--- config.mk ---
export PLATFORM = sky130hd
export DESIGN_NAME = uart_tx_scheduler
export DESIGN_NICKNAME = d
export VERILOG_FILES = /design/src/rtl/uart_tx_scheduler.sv
export SDC_FILE = /design/constraint.sdc
export NUM_CORES = 1
export LEC_CHECK = 0
export CAP_MARGIN = 10
export CORE_MARGIN = 2
export CORE_UTILIZATION = 55
export DETAILED_ROUTE_END_ITERATION = 16
export MAX_ROUTING_LAYER = met4
export PLACE_DENSITY = 0.93
export SLEW_MARGIN = 20
export SYNTH_ARGS = -nofsm -noshare
export SYNTH_HDL_FRONTEND = slang
export SYNTH_SLANG_ARGS = --single-unit
--- constraint.sdc ---
create_clock -name i_clk -period 4.45 [get_ports i_clk]
set_input_delay 0.6675 -clock i_clk [delete_from_list [all_inputs] [get_ports i_clk]]
set_output_delay 0.6675 -clock i_clk [all_outputs]
set_load 0.03 [all_outputs]
--- src/rtl/uart_tx_scheduler.sv ---
// -----------------------------------------------------------------------------
// uart_tx_scheduler
//   Shares one byte-wide UART transmitter among NUM_REQ byte-stream
//   requesters. A rotating-priority arbiter picks the owner. Requesters use a
//   valid/ready handshake. The transmitter uses a start/busy/done handshake.
//   A done watchdog frees the owner if the transmitter never reports done.
//
//   Optional feature macro: UART_TX_SCHED_PKT_LOCK_EN
//     defined   - the owner keeps the grant across bytes until i_req_last is
//                 seen or MAX_BURST bytes have been sent (packet lock).
//     undefined - ownership is released after every byte, so arbitration is
//                 strictly per byte and i_req_last is ignored.
// -----------------------------------------------------------------------------
module uart_tx_scheduler #(
    parameter int NUM_REQ      = 3,
    parameter int MAX_BURST    = 16,
    parameter int DONE_TIMEOUT = 16384
) (
    input  logic                 i_clk,
    input  logic                 i_rst,
    input  logic [NUM_REQ-1:0]   i_req_valid,
    input  logic [8*NUM_REQ-1:0] i_req_data,
    input  logic [NUM_REQ-1:0]   i_req_last,
    output logic [NUM_REQ-1:0]   o_req_ready,
    output logic [NUM_REQ-1:0]   o_grant,
    output logic                 o_tx_start,
    output logic [7:0]           o_tx_data,
    input  logic                 i_tx_busy,
    input  logic                 i_tx_done,
    output logic                 o_timeout
);

    localparam int IDX_W   = (NUM_REQ > 1) ? $clog2(NUM_REQ) : 1;
    localparam int WD_W    = $clog2(DONE_TIMEOUT + 1);
    localparam int BURST_W = $clog2(MAX_BURST + 1);

    typedef enum logic [1:0] {
        S_IDLE      = 2'd0,
        S_ISSUE     = 2'd1,
        S_WAIT_DONE = 2'd2
    } state_t;

    state_t             state;
    logic [IDX_W-1:0]   ptr;        // highest-priority requester for next pick
    logic [IDX_W-1:0]   owner;      // index of the current grant holder
    logic [WD_W-1:0]    wd_cnt;     // cycles spent waiting for i_tx_done
    logic [BURST_W-1:0] burst_cnt;  // bytes sent under the current grant
    logic               last_q;     // i_req_last of the byte just accepted

    logic               pick_found;
    logic [IDX_W-1:0]   pick_idx;
    logic [IDX_W-1:0]   owner_inc;

    // Round-robin pick: first valid requester searching upward from ptr, with wrap.
    always_comb begin
        // NOTE: every combinational output gets a default before the loop so
        // that no path leaves it unassigned, which would infer a latch.
        pick_found = 1'b0;
        pick_idx   = ptr;
        for (int i = 0; i < NUM_REQ; i++) begin
            int c;
            c = int'(ptr) + i;
            if (c >= NUM_REQ) c = c - NUM_REQ;
            if (!pick_found && i_req_valid[c]) begin
                pick_found = 1'b1;
                pick_idx   = IDX_W'(c);
            end
        end
    end

    // Pointer value used on release: the requester after the owner, modulo NUM_REQ.
    assign owner_inc = (owner == IDX_W'(NUM_REQ - 1)) ? '0 : owner + IDX_W'(1);

`ifndef UART_TX_SCHED_PKT_LOCK_EN
    // Without packet lock the last flag and burst count have no consumer.
    logic unused_cfg;
    assign unused_cfg = (^{i_req_last, last_q, burst_cnt}) ^ (burst_cnt < BURST_W'(MAX_BURST));
`endif

    // Scheduler FSM. All outputs are registered here.
    always_ff @(posedge i_clk or posedge i_rst) begin
        if (i_rst) begin
            state       <= S_IDLE;
            ptr         <= '0;
            owner       <= '0;
            wd_cnt      <= '0;
            burst_cnt   <= '0;
            last_q      <= 1'b0;
            o_req_ready <= '0;
            o_grant     <= '0;
            o_tx_start  <= 1'b0;
            o_tx_data   <= '0;
            o_timeout   <= 1'b0;
        end else begin
            // NOTE: non-blocking assignments throughout, so every register in
            // this block sees the pre-edge values of the others.
            o_tx_start  <= 1'b0;
            o_req_ready <= '0;
            o_timeout   <= 1'b0;

            case (state)
                S_IDLE: begin
                    if (pick_found) begin
                        owner   <= pick_idx;
                        o_grant <= NUM_REQ'(1) << pick_idx;
                        state   <= S_ISSUE;
                    end
                end

                S_ISSUE: begin
                    if (!i_req_valid[owner]) begin
                        // Owner withdrew: release without sending anything.
                        o_grant   <= '0;
                        ptr       <= owner_inc;
                        burst_cnt <= '0;
                        state     <= S_IDLE;
                    end else if (!i_tx_busy) begin
                        o_tx_start  <= 1'b1;
                        o_req_ready <= NUM_REQ'(1) << owner;
                        o_tx_data   <= i_req_data[{owner, 3'b000} +: 8];
                        last_q      <= i_req_last[owner];
                        burst_cnt   <= burst_cnt + BURST_W'(1);
                        wd_cnt      <= '0;
                        state       <= S_WAIT_DONE;
                    end
                end

                S_WAIT_DONE: begin
                    wd_cnt <= wd_cnt + WD_W'(1);
                    if (i_tx_done) begin
`ifdef UART_TX_SCHED_PKT_LOCK_EN
                        if (!last_q && (burst_cnt < BURST_W'(MAX_BURST))) begin
                            state <= S_ISSUE;
                        end else begin
                            o_grant   <= '0;
                            ptr       <= owner_inc;
                            burst_cnt <= '0;
                            state     <= S_IDLE;
                        end
`else
                        o_grant   <= '0;
                        ptr       <= owner_inc;
                        burst_cnt <= '0;
                        state     <= S_IDLE;
`endif
                    end else if (wd_cnt == WD_W'(DONE_TIMEOUT - 1)) begin
                        // Transmitter hung: abort and hand the line to someone else.
                        o_timeout <= 1'b1;
                        o_grant   <= '0;
                        ptr       <= owner_inc;
                        burst_cnt <= '0;
                        state     <= S_IDLE;
                    end
                end

                default: begin
                    state <= S_IDLE;
                end
            endcase
        end
    end

endmodule
==> impl_metrics.env <==
export IMPL_synthTopCellsByCount="dfrtp_1 (37), nand2_1 (20), mux2i_1 (17), o21ai_0 (17), nand3_1 (16)"
export IMPL_drive_gt1_share_pct=10.4
export IMPL_reg2regPathDepth=7
export IMPL_avgSynthCellArea_um2=9.57
export IMPL_cts_sinks=37
export IMPL_hold_path_depth=2
export IMPL_drv_slew=0
export IMPL_yosysMostFrequentCell="dfrtp_1"
export IMPL_grt_pass1_vias=1812
export IMPL_critical_path_buf_inv_count=1
export IMPL_cts_setup_buffers=0
export IMPL_drt_initial_drc_count=148
export IMPL_synth_top_cell_by_area="dfrtp_1"
export IMPL_slowest_delay_ps=520
export IMPL_io_buffers=46
export IMPL_end_kind="flip-flop"
export IMPL_drtPass1Iterations=4
export IMPL_crit_path_max_fanout=11
export IMPL_n_antenna_cell=0
export IMPL_ioPinCount=50
export IMPL_required_ps=4630
export IMPL_wl_met2_um=2690
export IMPL_synth_edf_count=0
export IMPL_clkTransAtPathRegs_ps=80
export IMPL_place_congestion=0.823
export IMPL_drt_met1_wl_um=2260
export IMPL_ys_types=50
export IMPL_cts_buffers=5
export IMPL_synth_cells=238
export IMPL_dr_max_layer_used="met4"
export IMPL_htree_levels=2
export IMPL_irDropWorstVdd_v=0.000306
export IMPL_wl_met3_um=308
export IMPL_fin_ws_ps=1610
export IMPL_worstSetupPathType="reg2reg"
export IMPL_setup_violations=0
export IMPL_yosysWarningCount=0
export IMPL_crit_path_top_delay_cell="o32ai_1"
export IMPL_ant_nets=0
export IMPL_ys_ff_latch=37
export IMPL_synthTopCellsByArea="dfrtp_1 (41%), mux2i_1 (7.5%), mux2_2 (4.9%), ha_1 (4.4%), a22o_1 (4.2%)"
export IMPL_max_clock_freq_ghz=0.352
export IMPL_worst_r2r_startpoint="ptr[0]"
export IMPL_dieArea_um2=4670
export IMPL_overflow=0
export IMPL_cts_resized=0
export IMPL_path_cells="inv_1, ha_1, and2_1, o32ai_1, nor3_1, or4_4, o41ai_1"
export IMPL_dp_slack_ps=1420
export IMPL_ys_seq_area_share_pct=40.6
export IMPL_period_minus_slack_ps=2840
export IMPL_hold_viol_final=0
export IMPL_hpwl_um=3660
export IMPL_critPathLaunch="ptr[0]"
export IMPL_grt_pass1_wl_um=8440
export IMPL_cts_root_buf="clkbuf_8"
export IMPL_clockBufferDepth=2
export IMPL_crit_family="simple AND/OR/NAND/NOR gates"
export IMPL_worstSetupPathDepth=7
export IMPL_period_share_pct=63.8
export IMPL_wl_per_cell_um=16.2
export IMPL_synthArstFlopShare_pct=100
export IMPL_maxCapViolations=0
export IMPL_start_util_pct=57.0
export IMPL_ys_flop_type="dfrtp_1"
export IMPL_floorplan_rows=23
export IMPL_num_fill_cells=274
export IMPL_wirelength_um=5360
export IMPL_final_cell_area_um2=2890
export IMPL_synth_nets=280
export IMPL_area_delta_synth_final_pct=26.7
export IMPL_run_status="finished, final reports clean"
export IMPL_nets=321
export IMPL_slew_headroom_pct=51.2
export IMPL_dpl_cell_area_um2=2750
export IMPL_vias=1976
export IMPL_finClkSkew_ps=10.9
export IMPL_coreArea_um2=4000
export IMPL_drc=0
export IMPL_grt_max_degree=38
export IMPL_min_delay_start="o_grant[1]"
export IMPL_syn_cell_area_um2=2280
export IMPL_cts_tree="built"
export IMPL_yosysTopAreaCellShare_pct=40.6
export IMPL_via_per_inst=5.99
export IMPL_tightest_slew_ps=726
export IMPL_track_usage_pct=25.9
export IMPL_tns_ps=0
export IMPL_cp_start_kind="flip-flop"
export IMPL_antenna_found_initial=0
export IMPL_die_w_um=68.4
export IMPL_rsz0062_at_grt="no"
export IMPL_leakage_uw=0.00128
export IMPL_fp_dieH_um=68.4
export IMPL_hp_class="reg2reg"
export IMPL_arrival_ps=3020
export IMPL_power_density_nw_per_um2=610
export IMPL_insertion_delay_ps=300
export IMPL_hold_buffers=0
-- power by group --
part	internal (µW)	switching, µW	leakage [µW]
Combinational	400	509	0.000718
Clock	226	126	0.0000687
Sequential	416	84.0	0.000492
-- through the flow --
| stage | hold WS (ps) | std cells | total power (µW) | utilization (%) |
|---|---|---|---|---|
| 3_3_place_gp | 487 | 322 | 1370 | 68.7 |
| 5_1_grt | 535 | 330 | 1880 | 72.2 |
| 4_1_cts | 515 | 330 | 1770 | 72.2 |
| 2_1_floorplan | 457 | 238 | 1150 | - |
| 6_report | 510 | 330 | 1760 | 72.2 |
| 3_5_place_dp | 493 | 322 | 1400 | 68.7 |
-- worst min-delay path: cells and delay by family, from the launching register on --
family	cells	cell delay [ps]
AO/OA/AOI/OAI	2	130
flip-flops	1	350
-- flip-flops by register name, summed over array words and instances (netlist names) --
signal / cells
o_timeout: 1
o_req_ready: 3
owner: 2
ptr: 2
o_grant: 3
o_tx_start: 1
wd_cnt: 15
o_tx_data: 8
state: 2
-- cells in the final DEF (no fill, tap or decap), drive strengths merged, types with 4 or more instances in the layout --
| cell type | instances |
|---|---|
| mux2i | 17 |
| dfrtp | 37 |
| clkbuf | 5 |
| clkdlybuf4s50 | 46 |
| mux2 | 10 |
| nand3 | 16 |
| ha | 8 |
| nor3 | 7 |
| o21ai | 18 |
| and2 | 4 |
| a22o | 11 |
| nand2 | 20 |
| nor2b | 5 |
| o41ai | 4 |
| and3 | 4 |
| nor2 | 12 |
| inv | 15 |
-- path summary, 6_finish.rpt --
kind                                   end  slack [ps]
worst max-delay path            o_grant[1]        1610
worst min-delay path            o_grant[1]         510
worst max register to register  o_grant[1]        1610
worst min register to register  o_grant[1]         510
max in group asynchronous       o_grant[2]        3350
min in group asynchronous        wd_cnt[8]         770
-- cell families (layout without fill, tap and decap cells) --
kind of cell               after synthesis  in the layout  synth area share (%)
muxes                                   27             27                  12.4
adders and majority gates                8              8                  4.39
DFF                                     37             37                  40.6
buffers and inverters                   28             70                  5.27
and+or+nand+nor                         84             84                  19.9
AOI/OAI and AO/OA                       54             54                  17.4
-- final cells by class --
cell class / instances / area (µm²) / area share (%)
Inverter: 14 / 52.6 / 1.82
Timing Repair Buffer: 48 / 475 / 16.5
Clock inverter: 3 / 68.8 / 2.38
Sequential cell: 37 / 926 / 32.1
Clock buffer: 5 / 68.8 / 2.38
Tap cell: 50 / 62.6 / 2.17
Multi-Input combinational cell: 173 / 1230 / 42.7
-- routing by layer --
metal	vias up	track usage [%]
li1	947	-
met1	942	30.2
met2	75	43.2
met3	12	6.58
met4	0	9.25
met5	-	-
Power figures use the tool's default switching activity.
